## src/rtl/hit_judge_pkg.sv

```systemverilog
// Shared definitions for the hit judge: FSM state encoding and the
// default window/counter sizing used by the top level.
package hit_judge_pkg;

    // Two-state judge FSM; encoding fixed so other blocks can decode it.
    typedef enum logic {
        IDLE  = 1'b0,
        ARMED = 1'b1
    } state_t;

    // Default hit-window length in clk cycles (legal range 1..65535).
    localparam int WINDOW_CYC_DEFAULT = 25000;

    // Default width of the window counter.
    localparam int CNT_W_DEFAULT = 16;

    // Width and saturation value of the consecutive-hit counter.
    localparam int            COMBO_W   = 8;
    localparam logic [7:0]    COMBO_MAX = 8'hFF;

endpackage : hit_judge_pkg

```

## src/rtl/hit_judge_key_sync.sv

```systemverilog
// Player button conditioning: two-flop synchronizer for the raw
// asynchronous key, a third flop holding the previous synchronized
// value, and a rising-edge detector between them.
module hit_judge_key_sync (
    input  logic clk,
    input  logic rst,
    input  logic key_i,
    output logic key_rise_o
);

    logic sync1_q;
    logic sync2_q;
    logic sync3_q;

    // Synchronizer chain plus one delay stage for edge detection.
    always_ff @(posedge clk or posedge rst) begin
        if (rst) begin
            sync1_q <= 1'b0;
            sync2_q <= 1'b0;
            sync3_q <= 1'b0;
        end else begin
            sync1_q <= key_i;
            sync2_q <= sync1_q;
            sync3_q <= sync2_q;
        end
    end

    // A press is the cycle where the synchronized key is high but was low.
    assign key_rise_o = sync2_q & ~sync3_q;

endmodule : hit_judge_key_sync

```

## src/rtl/hit_judge.sv

```systemverilog
// Rhythm-game hit judge. A note opens a window of WINDOW_CYC cycles;
// a key press inside the window is a hit, window expiry is a miss.
// A new note arriving while a window is open judges the current note
// and re-opens the window for the new one.
// Optional feature: define HIT_COMBO_EN to add the 8-bit combo port and
// its saturating consecutive-hit counter.
module hit_judge
    import hit_judge_pkg::*;
#(
    parameter int WINDOW_CYC = WINDOW_CYC_DEFAULT,
    parameter int CNT_W      = CNT_W_DEFAULT
) (
    input  logic             clk,
    input  logic             rst,
    input  logic             en,
    input  logic             note_arrive,
    input  logic             key_in,
    output logic             res,
    output logic             score_en,
    output logic             miss
`ifdef HIT_COMBO_EN
    ,
    output logic [COMBO_W-1:0] combo
`endif
);

    // Counter reload value: the window spans WINDOW_CYC cycles, the last
    // of which is the one where the counter reads zero.
    localparam logic [CNT_W-1:0] WIN_LOAD = CNT_W'(WINDOW_CYC - 1);

    logic             key_rise;

    state_t           state_q;
    state_t           state_d;
    logic [CNT_W-1:0] cnt_q;
    logic [CNT_W-1:0] cnt_d;
    logic             res_q;
    logic             res_d;
    logic             miss_q;
    logic             miss_d;
    logic             score_en_q;

    hit_judge_key_sync u_key_sync (
        .clk        (clk),
        .rst        (rst),
        .key_i      (key_in),
        .key_rise_o (key_rise)
    );

    // Next-state and judgement decode. A key press wins over expiry and
    // over a new note, so at most one judgement is produced per cycle.
    always_comb begin
        state_d = state_q;
        cnt_d   = cnt_q;
        res_d   = 1'b0;
        miss_d  = 1'b0;
        if (!en) begin
            // Game paused: drop any open window without judging it.
            state_d = IDLE;
            cnt_d   = '0;
        end else begin
            case (state_q)
                IDLE: begin
                    // Presses here are ignored; only a note opens a window.
                    if (note_arrive) begin
                        state_d = ARMED;
                        cnt_d   = WIN_LOAD;
                    end
                end
                ARMED: begin
                    if (key_rise) begin
                        res_d = 1'b1;
                        if (note_arrive) begin
                            cnt_d = WIN_LOAD;
                        end else begin
                            state_d = IDLE;
                            cnt_d   = '0;
                        end
                    end else if (note_arrive) begin
                        // Next note arrived before a press: current note missed.
                        miss_d = 1'b1;
                        cnt_d  = WIN_LOAD;
                    end else if (cnt_q == '0) begin
                        miss_d  = 1'b1;
                        state_d = IDLE;
                    end else begin
                        cnt_d = cnt_q - CNT_W'(1);
                    end
                end
                default: begin
                    state_d = IDLE;
                    cnt_d   = '0;
                end
            endcase
        end
    end

    // State, window counter and registered one-cycle judgement pulses.
    always_ff @(posedge clk or posedge rst) begin
        if (rst) begin
            state_q    <= IDLE;
            cnt_q      <= '0;
            res_q      <= 1'b0;
            miss_q     <= 1'b0;
            score_en_q <= 1'b0;
        end else begin
            state_q    <= state_d;
            cnt_q      <= cnt_d;
            res_q      <= res_d;
            miss_q     <= miss_d;
            score_en_q <= res_d | miss_d;
        end
    end

    assign res      = res_q;
    assign miss     = miss_q;
    assign score_en = score_en_q;

`ifdef HIT_COMBO_EN
    logic [COMBO_W-1:0] combo_q;

    // Consecutive-hit count, updated on the same edge as the res/miss pulse.
    always_ff @(posedge clk or posedge rst) begin
        if (rst) begin
            combo_q <= '0;
        end else if (res_d) begin
            if (combo_q != COMBO_MAX) begin
                combo_q <= combo_q + COMBO_W'(1);
            end
        end else if (miss_d) begin
            combo_q <= '0;
        end
    end

    assign combo = combo_q;
`endif

endmodule : hit_judge

```

## config.mk

```make
export PLATFORM = sky130hd
export DESIGN_NAME = hit_judge
export DESIGN_NICKNAME = d
export VERILOG_FILES = /design/src/rtl/hit_judge_pkg.sv /design/src/rtl/hit_judge_key_sync.sv /design/src/rtl/hit_judge.sv
export SDC_FILE = /design/constraint.sdc
export NUM_CORES = 1
export LEC_CHECK = 0
export BUFFER_PORTS_ARGS = -buffer_cell sky130_fd_sc_hd__buf_2
export CAP_MARGIN = 25
export CORE_MARGIN = 2
export CORE_UTILIZATION = 63
export DETAILED_ROUTE_END_ITERATION = 8
export GPL_TIMING_DRIVEN = 0
export PLACE_DENSITY = 0.82
export SYNTH_ARGS = -nofsm -noshare
export SYNTH_HDL_FRONTEND = slang
export SYNTH_SLANG_ARGS = --single-unit
```

## constraint.sdc

```tcl
create_clock -name clk -period 4.45 [get_ports clk]
set_input_delay 1.335 -clock clk [delete_from_list [all_inputs] [get_ports clk]]
set_output_delay 1.335 -clock clk [all_outputs]
set_load 0.005 [all_outputs]
```

==> results.sh, run 1 <==
export IMPL_grt_max_degree=24
export IMPL_clkSlewWorstSetupHoldPaths_ns=0.12
export IMPL_wl_per_cell_um=14.8
export IMPL_setup_slack_ns=2.15
export IMPL_drv_slew=0
export IMPL_finalPower_uw=420
export IMPL_multiInputGateArea_um2=637
export IMPL_setup_viol=0
export IMPL_cpLargestDelayFamily="compound AO/OA/AOI/OAI gates"
export IMPL_ant_nets=0
export IMPL_hold_ws_ns=0.383
export IMPL_synth_compound_area_share_pct=17.5
export IMPL_reg2reg_from="cnt_q[2]"
export IMPL_slowest_delay_ns=0.37
export IMPL_fillers=149
export IMPL_crit_path_end_kind="flop"
export IMPL_switching_share_pct=31.1
export IMPL_globalRouteOverflowTotal=0
export IMPL_layout_common_cells="23 x dfrtp_1, 20 x nor2_1, 16 x o21ai_0"
export IMPL_ioPinCount=8
export IMPL_max_freq_mhz=434
export IMPL_dp_hpwl_um=1970
export IMPL_track_usage_pct=25.4
export IMPL_cts_sinks=23
export IMPL_p_sw_uw=130
export IMPL_synthMuxAreaShare_pct=0
export IMPL_nets=159
export IMPL_ys_seq_elements=23
export IMPL_synthXorXnorAreaFrac_pct=4.23
export IMPL_holdPathStages=0
export IMPL_grt_pass1_wl_um=4710
export IMPL_worstPathRequired_ns=4.68
export IMPL_syn_area_per_cell_um2=8.75
export IMPL_setup_tns_ns=0
export IMPL_critPathBufInv=1
export IMPL_hold_buffers=0
export IMPL_crit_type="in2reg"
export IMPL_synth_seq_area_share_pct=46.3
export IMPL_combPwrFrac_pct=21.4
export IMPL_synthAdderAreaFrac_pct=1.01
export IMPL_yosysWarnings=0
export IMPL_clock_skew_ns=0.00143
export IMPL_synth_top_family_by_area="simple AND/OR/NAND/NOR gates"
export IMPL_cts_resized=0
export IMPL_clock_latency_ns=0.31
export IMPL_firstDrtPassIters=5
export IMPL_port_buffers=6
export IMPL_core_area_mm2=0.00190
export IMPL_worstPathArrival_ns=2.54
export IMPL_r2r_slack_ns=2.54
export IMPL_grt_pass1_vias=1055
export IMPL_die_x_um=48.4
export IMPL_clockBufferDepth=2
export IMPL_synthSimpleGateAreaFrac_pct=28.5
export IMPL_syn_inst=142
export IMPL_cts_buffers=3
export IMPL_worstHoldStart="u_key_sync.sync1_q"
export IMPL_netlist_cell_type_count=36
export IMPL_drv_cap=0
export IMPL_gp_congestion=0.910
export IMPL_mostFrequentLayoutCell="dfrtp_1"
export IMPL_asyncSetResetFlopFracSynth_pct=100
export IMPL_r2r_cells=5
export IMPL_cpMaxStageDelayCell="o31ai_2"
export IMPL_seq_power_share_pct=56.1
export IMPL_hold_viol=0
export IMPL_start_kind="input pin"
export IMPL_initial_core_util_pct=65.3
export IMPL_regArea_um2=576
export IMPL_antenna_cells=0
export IMPL_antenna_found_initial=0
export IMPL_p_int_uw=289
export IMPL_synth_ff_type="dfrtp_1"
export IMPL_synthToLayoutAreaGrowth_pct=7.25
export IMPL_tightest_slew_ns=0.821
export IMPL_cts_setup_buffers=0
export IMPL_synth_edf_count=0
export IMPL_leakage_uw=0.000565
export IMPL_r2r_end="cnt_q[15]"
export IMPL_drtIter0Drc=40
export IMPL_irDropWorstVdd_v=0.000230
export IMPL_dieHeight_um=48.4
export IMPL_vias=1123
export IMPL_dieArea_mm2=0.00234
export IMPL_cp_common_cell="o21ai_0"
export IMPL_path_cells="clkbuf_1 > nor2_1 > nand3_1 > o31ai_2 > o21ai_0 > o21ai_0"
export IMPL_h_tree_depth=1
export IMPL_cts_tree="built"
export IMPL_vias_per_cell=6.27
export IMPL_rows=16
export IMPL_synth_fp_nets=148
export IMPL_period_share_pct=51.7
export IMPL_slew_headroom_pct=45.2
export IMPL_period_minus_slack_ns=2.30
export IMPL_holdPathEnd="u_key_sync.sync2_q"
export IMPL_rsz0062_at_grt="no"
export IMPL_clkPwrFrac_pct=22.5
export IMPL_power_density_mw_per_mm2=315
export IMPL_crit_fanout=9
export IMPL_hold_class="reg2reg"
export IMPL_clockRootBuffer="clkbuf_4"
export IMPL_drive_above_1_share_pct=9.87
export IMPL_route_detailed_drc=0
export IMPL_synthesis_area_mm2=0.00124
export IMPL_wl_um=2650
export IMPL_dpl_worst_slack_ns=1.84
export IMPL_status="finished clean"
[power groups by stage]
stage	Combinational (µW)	Sequential [µW]	Clock [µW]
2_1_floorplan	68.1	236	0
3_3_place_gp	84.4	238	0
3_5_place_dp	88.2	239	0
4_1_cts	88.8	235	96.7
5_1_grt	100	238	106
6_report	89.7	235	94.4
[final cells by class]
class	instances	area share (%)
Multi-Input combinational cell	111	47.8
Sequential cell	23	43.2
Tap cell	27	2.54
Timing Repair Buffer	6	2.25
Clock buffer	4	1.97
Buffer	4	1.13
Inverter	4	1.13
[worst reg2reg max path: stages, from the launching register on]
cell,delay [ns]
dfrtp_1,0.43
nor3_1,0.45
and2_1,0.31
nand2_1,0.09
or4_1,0.40
a21oi_1,0.17
[routing by layer]
layer / global-route usage [%] / part of all wire (%)
met1: 36.2 / 43
met3: 2.78 / 5.8
met4: 11.9 / 2.3
met5: 0 / 0
met2: 39.1 / 49
[state kept, by name (all words and copies together) (netlist names)]
register / count
res: 1
state_q: 1
u_key_sync.sync2_q: 1
score_en: 1
u_key_sync.sync3_q: 1
miss: 1
u_key_sync.sync1_q: 1
cnt_q: 16
[Yosys cell counts, drive strengths merged (2+ instances only)]
cell | instances | area [µm²]
xor2 | 5 | 43.8
or4 | 3 | 22.5
nor3 | 9 | 55.1
clkbuf | 4 | 15.0
nand2b | 3 | 18.8
dfrtp | 23 | 576
a21oi | 11 | 55.1
or3 | 2 | 17.5
inv | 4 | 15.0
o2111ai | 2 | 17.5
nor2b | 2 | 12.5
nor4 | 2 | 12.5
nand3 | 5 | 25.0
nor2 | 21 | 86.3
o21ai | 17 | 85.1
nor3b | 2 | 15.0
nand2 | 12 | 45.0
[cell families after synthesis]
family | after synthesis
AOI/OAI and AO/OA | 37
xor gates and xnor gates | 6
adders and majority gates | 1
buffers and inverters | 8
DFF | 23
and+or+nand+nor | 67
[worst max path at each step]
stage,start,endpoint,slack (ns),depth (start not counted)
2_1_floorplan,note_arrive,cnt_q[5],2.12,6
6_report,note_arrive,cnt_q[2],2.15,6
5_1_grt,note_arrive,cnt_q[2],2.07,6
3_3_place_gp,note_arrive,cnt_q[7],1.92,6
3_5_place_dp,note_arrive,cnt_q[7],1.84,6
4_1_cts,note_arrive,cnt_q[7],2.17,6
[metrics by stage]
step / std cells / util, % / cell area, µm²
after floorplan: 142 / - / 1240
after global placement: 175 / 68.7 / 1310
after detailed placement: 175 / 68.7 / 1310
after CTS: 179 / 70.1 / 1330
after global routing: 179 / 70.1 / 1330
final: 179 / 70.1 / 1330
No activity file was read; power rests on OpenSTA's default activity.
==> run 2: changes to the inputs <==
Settings changed: CORE_UTILIZATION 63 to 58, PLACE_DENSITY 0.82 to 0.77.
Clock period 4.45 ns to 2.31 ns, I/O delays scaled along.
==> run 2 against run 1 <==
Compared with the run above:
- non-clock buffer count stayed put
- first-iteration DRC count grew 23%
- global-route usage fell by 2.5 points
- largest cell class unchanged
- critical path type is now reg2reg
- critical path depth fell by 1
- routed wire length down 1.7%
- register-to-register slack worse by 2.1 ns
- hold slack worse by 0.014 ns
- sequential power increased by 93%
- flip-flop and latch count is the same
- cell count unchanged
==> results.sh, run 2 (same netlist as run 1, synthesis figures left out) <==
export IMPL_wl_um=2610
export IMPL_seq_power_share_pct=56.0
export IMPL_drv_slew=0
export IMPL_drive_above_1_share_pct=9.87
export IMPL_track_usage_pct=22.9
export IMPL_synthToLayoutAreaGrowth_pct=7.25
export IMPL_multiInputGateArea_um2=637
export IMPL_period_minus_slack_ns=1.92
export IMPL_antenna_cells=0
export IMPL_route_detailed_drc=0
export IMPL_largest_reg_flops=16
export IMPL_layout_common_cells="23 x dfrtp_1, 20 x nor2_1, 16 x o21ai_0"
export IMPL_nets=159
export IMPL_hold_viol=0
export IMPL_setup_tns_ns=0
export IMPL_gp_congestion=0.853
export IMPL_drv_cap=0
export IMPL_ant_nets=0
export IMPL_regArea_um2=576
export IMPL_combPwrFrac_pct=21.1
export IMPL_start_kind="flop"
export IMPL_vias=1105
export IMPL_grt_max_degree=24
export IMPL_p_sw_uw=253
export IMPL_largest_register="cnt_q"
export IMPL_initial_core_util_pct=62.7
export IMPL_grt_pass1_wl_um=4370
export IMPL_status="finished clean"
export IMPL_vias_per_cell=6.17
export IMPL_crit_path_end_kind="flop"
export IMPL_dp_hpwl_um=1910
export IMPL_cts_setup_buffers=0
export IMPL_cts_buffers=3
export IMPL_max_freq_mhz=522
export IMPL_crit_fanout=5
export IMPL_clock_latency_ns=0.31
export IMPL_cts_resized=0
export IMPL_leakage_uw=0.000565
export IMPL_p_int_uw=557
export IMPL_antenna_found_initial=0
export IMPL_clkPwrFrac_pct=22.9
export IMPL_crit_type="reg2reg"
export IMPL_grt_pass1_vias=964
export IMPL_rows=16
export IMPL_cts_sinks=23
export IMPL_core_area_mm2=0.00198
export IMPL_h_tree_depth=1
export IMPL_port_buffers=6
export IMPL_rsz0062_at_grt="no"
export IMPL_setup_viol=0
export IMPL_firstDrtPassIters=4
export IMPL_worstPathArrival_ns=2.16
export IMPL_hold_buffers=0
export IMPL_clockRootBuffer="clkbuf_4"
export IMPL_slew_headroom_pct=44.5
export IMPL_tightest_slew_ns=0.832
export IMPL_die_x_um=50.3
export IMPL_clock_skew_ns=0.00448
export IMPL_ioPinCount=8
export IMPL_dpl_worst_slack_ns=0.354
export IMPL_globalRouteOverflowTotal=0
export IMPL_cts_tree="built"
export IMPL_mostFrequentLayoutCell="dfrtp_1"
export IMPL_irDropWorstVdd_v=0.000441
export IMPL_dieArea_mm2=0.00253
export IMPL_clockBufferDepth=2
export IMPL_setup_slack_ns=0.393
export IMPL_hold_class="reg2reg"
export IMPL_dieHeight_um=50.3
export IMPL_drtIter0Drc=49
export IMPL_period_share_pct=83.0
export IMPL_wl_per_cell_um=14.6
export IMPL_clkSlewWorstSetupHoldPaths_ns=0.12
export IMPL_power_density_mw_per_mm2=608
export IMPL_worstPathRequired_ns=2.55
export IMPL_fillers=156
export IMPL_switching_share_pct=31.2
## run 2: cell counts in the layout (fill, tap and decap cells not counted)
Identical to the previous run, type by type.
## run 2: layout make-up
type	instances	share of cell area (%)
clock buffers	4	1.97
well taps	27	2.54
multi-input cells	111	47.8
inverters	4	1.13
flip-flops and latches	23	43.2
plain buffers	4	1.13
repair buffers	6	2.25
## run 2: final timing paths
check	start	endpoint	slack, ns	cells after the start
setup / recovery	cnt_q[1]	cnt_q[15]	0.39	5
max in group asynchronous	rst	cnt_q[6]	1.27	2
setup reg to reg	cnt_q[1]	cnt_q[15]	0.39	5
min in group asynchronous	rst	cnt_q[1]	0.52	2
hold / removal	u_key_sync.sync1_q	u_key_sync.sync2_q	0.37	0
hold reg to reg	u_key_sync.sync1_q	u_key_sync.sync2_q	0.37	0
## run 2: layer usage
| metal | routed length, µm | track usage, % |
|---|---|---|
| met1 | 1150 | 30.5 |
| met2 | 1260 | 36.6 |
| met3 | 180 | 7.14 |
| met4 | 13 | 4.63 |
| met5 | 0 | 0 |
## run 2: worst max-delay path: stages, from the launching register on
cell,delay (ns)
dfrtp_1,0.41
nor3_1,0.47
and2_1,0.30
nand2_1,0.09
or4_1,0.40
a21oi_1,0.17
## run 2: power groups by stage
stage / registers, µW / clock network (µW) / logic (µW)
after detailed placement: 460 / 0 / 168
after CTS: 452 / 192 / 169
after floorplan: 454 / 0 / 131
after global routing: 457 / 206 / 192
after global placement: 459 / 0 / 164
final: 453 / 186 / 171
## run 2: per-stage QoR
stage | utilization [%] | cells | hold slack (ns) | area, µm² | power, µW
after floorplan | - | 142 | 0.331 | 1240 | 585
after global routing | 67.2 | 179 | 0.379 | 1330 | 855
final | 67.2 | 179 | 0.369 | 1330 | 810
after detailed placement | 65.9 | 175 | 0.347 | 1310 | 628
after CTS | 67.2 | 179 | 0.376 | 1330 | 813
after global placement | 65.9 | 175 | 0.337 | 1310 | 622
==> run 3: changes to the inputs <==
Settings changed: CORE_UTILIZATION 58 to 53, PLACE_DENSITY 0.77 to 0.74.
Clock period 2.31 ns to 1.7 ns, I/O delays scaled along.
==> run 3 against run 2 <==
Compared with the run above:
- the flow now finishes with violations (setup timing)
- global-route usage rose by 1.6 points
- first-iteration DRC count fell by 61%
- register-to-register slack got worse by 0.41 ns
- core utilization rose by 5.3 points
- routed wire length rose by 20%
- setup slack got worse by 0.41 ns
- hold slack got worse by 0.072 ns
- via count rose by 5.2%
- largest cell class unchanged
==> results.sh, run 3 (same netlist as run 1, synthesis figures left out) <==
export IMPL_status="finished with violations"
export IMPL_violations="setup timing"
export IMPL_cpMaxStageDelayCell="or4_4"
export IMPL_dr_wl_met3_um=148
export IMPL_p_int_uw=833
export IMPL_critPathBufInv=0
export IMPL_tightest_slew_ns=0.832
export IMPL_cts_tree="built"
export IMPL_r2r_end="cnt_q[15]"
export IMPL_cp_depth=4
export IMPL_clockRootBuffer="clkbuf_4"
export IMPL_drtIter0Drc=19
export IMPL_dieHeight_um=52.4
export IMPL_rsz0062_at_grt="yes"
export IMPL_seq_power_share_pct=50.6
export IMPL_largest_reg_flops=16
export IMPL_crit_path_end_kind="flop"
export IMPL_h_tree_depth=1
export IMPL_nets=171
export IMPL_route_detailed_drc=0
export IMPL_cp_startpoint="cnt_q[6]"
export IMPL_slowest_delay_ns=0.54
export IMPL_die_x_um=52.4
export IMPL_grt_pass1_wl_um=4860
export IMPL_ant_nets=0
export IMPL_worstPathRequired_ns=1.94
export IMPL_start_kind="flop"
export IMPL_largest_register="cnt_q"
export IMPL_synthToLayoutAreaGrowth_pct=29.2
export IMPL_firstDrtPassIters=4
export IMPL_hold_ws_ns=0.296
export IMPL_period_minus_slack_ns=1.71
export IMPL_vias=1163
export IMPL_r2r_slack_ns=-0.01
export IMPL_gp_congestion=0.853
export IMPL_grt_pass1_vias=1095
export IMPL_crit_fanout=6
export IMPL_setup_slack_ns=-0.0149
export IMPL_irDropWorstVdd_v=0.000802
export IMPL_placed_cells=176
export IMPL_vias_per_cell=6.06
export IMPL_wl_met2_um=1590
export IMPL_rows=17
export IMPL_r2r_cells=4
export IMPL_grt_max_degree=24
export IMPL_ioPinCount=8
export IMPL_clkSlewWorstSetupHoldPaths_ns=0.12
export IMPL_dieArea_mm2=0.00275
export IMPL_cts_sinks=23
export IMPL_period_share_pct=101
export IMPL_max_freq_mhz=583
export IMPL_clock_latency_ns=0.31
export IMPL_clock_skew_ns=0.00199
export IMPL_worstPathArrival_ns=1.96
export IMPL_track_usage_pct=24.5
export IMPL_endpoint="cnt_q[15]"
export IMPL_wl_um=3130
export IMPL_setup_tns_ns=-0.0253
export IMPL_clockBufferDepth=2
export IMPL_leakage_uw=0.000661
export IMPL_switching_share_pct=33.1
export IMPL_holdPathStages=1
export IMPL_path_cells="nor3_4 > nand3_2 > or4_4 > a21oi_2"
export IMPL_reg2reg_from="cnt_q[6]"
export IMPL_drt_met1_wl_um=1310
export IMPL_crit_type="reg2reg"
export IMPL_hold_class="in2reg"
export IMPL_slew_headroom_pct=44.5
export IMPL_combPwrFrac_pct=29.1
export IMPL_antenna_found_initial=0
export IMPL_hold_buffers=0
export IMPL_globalRouteOverflowTotal=0
export IMPL_dp_hpwl_um=2010
export IMPL_drv_cap=0
export IMPL_setup_viol=2
export IMPL_stdcell_count=192
export IMPL_hold_viol=0
export IMPL_drive_above_1_share_pct=35.4
export IMPL_cpLargestDelayFamily="simple AND/OR/NAND/NOR gates"
export IMPL_highest_layer="met4"
export IMPL_layout_common_cells="19 x nor2_1, 19 x dfrtp_1, 12 x buf_4"
export IMPL_cts_buffers=3
export IMPL_p_sw_uw=412
export IMPL_antenna_cells=0
export IMPL_wl_per_cell_um=16.3
export IMPL_core_area_mm2=0.00221
export IMPL_drv_slew=0
export IMPL_power_density_mw_per_mm2=775
export IMPL_clkPwrFrac_pct=20.3
export IMPL_initial_core_util_pct=56.2
export IMPL_port_buffers=6
[run 3: cell types whose count changed in the layout (fill, tap and decap cells not counted), sizes merged]
cell,change
clkbuf,-1
buf,+13
[run 3: power groups by stage]
| stage | clock network (µW) | registers (µW) | logic, µW |
|---|---|---|---|
| after floorplan | 0 | 617 | 178 |
| after global placement | 0 | 623 | 223 |
| after detailed placement | 0 | 626 | 230 |
| after CTS | 259 | 620 | 271 |
| after global routing | 272 | 635 | 392 |
| final | 253 | 630 | 362 |
[run 3: worst reg2reg max path: cells and delay by family, from the launching register on]
| kind | cells | cell delay, ns |
|---|---|---|
| AND/OR/NAND/NOR | 3 | 1.06 |
| flip-flops | 1 | 0.44 |
| AO/OA/AOI/OAI | 1 | 0.13 |
[run 3: per-layer routing]
layer / vias up / GRT usage [%]
met5: - / 0
met4: 0 / 15.4
met3: 6 / 3.43
met2: 39 / 39.0
met1: 567 / 31.1
li1: 551 / -
[run 3: final cells by class]
type / count / area [µm²]
Buffer: 3 / 11.3
Inverter: 4 / 15.0
Timing Repair Buffer: 19 / 131
Tap cell: 28 / 35.0
Sequential cell: 23 / 581
Multi-Input combinational cell: 111 / 806
Fill cell: 152 / 607
Clock buffer: 4 / 26.3
[run 3: worst min-delay path by stage]
stage | from | endpoint | slack [ns]
2_1_floorplan | u_key_sync.sync1_q | u_key_sync.sync2_q | 0.33
3_3_place_gp | u_key_sync.sync1_q | u_key_sync.sync2_q | 0.34
3_5_place_dp | u_key_sync.sync1_q | u_key_sync.sync2_q | 0.35
4_1_cts | key_in | u_key_sync.sync1_q | 0.29
5_1_grt | key_in | u_key_sync.sync1_q | 0.29
6_report | key_in | u_key_sync.sync1_q | 0.30
[run 3: per-stage QoR]
| step | utilization (%) | cell area, µm² | setup WS (ns) | power [µW] |
|---|---|---|---|---|
| 3_3_place_gp | 59.1 | 1310 | -0.112 | 846 |
| 6_report | 72.6 | 1610 | -0.0149 | 1240 |
| 5_1_grt | 72.6 | 1610 | -0.0778 | 1300 |
| 2_1_floorplan | - | 1240 | 0.0440 | 795 |
| 3_5_place_dp | 59.1 | 1310 | -0.129 | 856 |
| 4_1_cts | 64.6 | 1430 | -0.0428 | 1150 |
[run 3: timing repair]
action	4_1_cts	5_1_grt
endpoints found under the setup margin	16	17
setup buffers	6	7
pin swaps	3	17
resized for setup	11	36
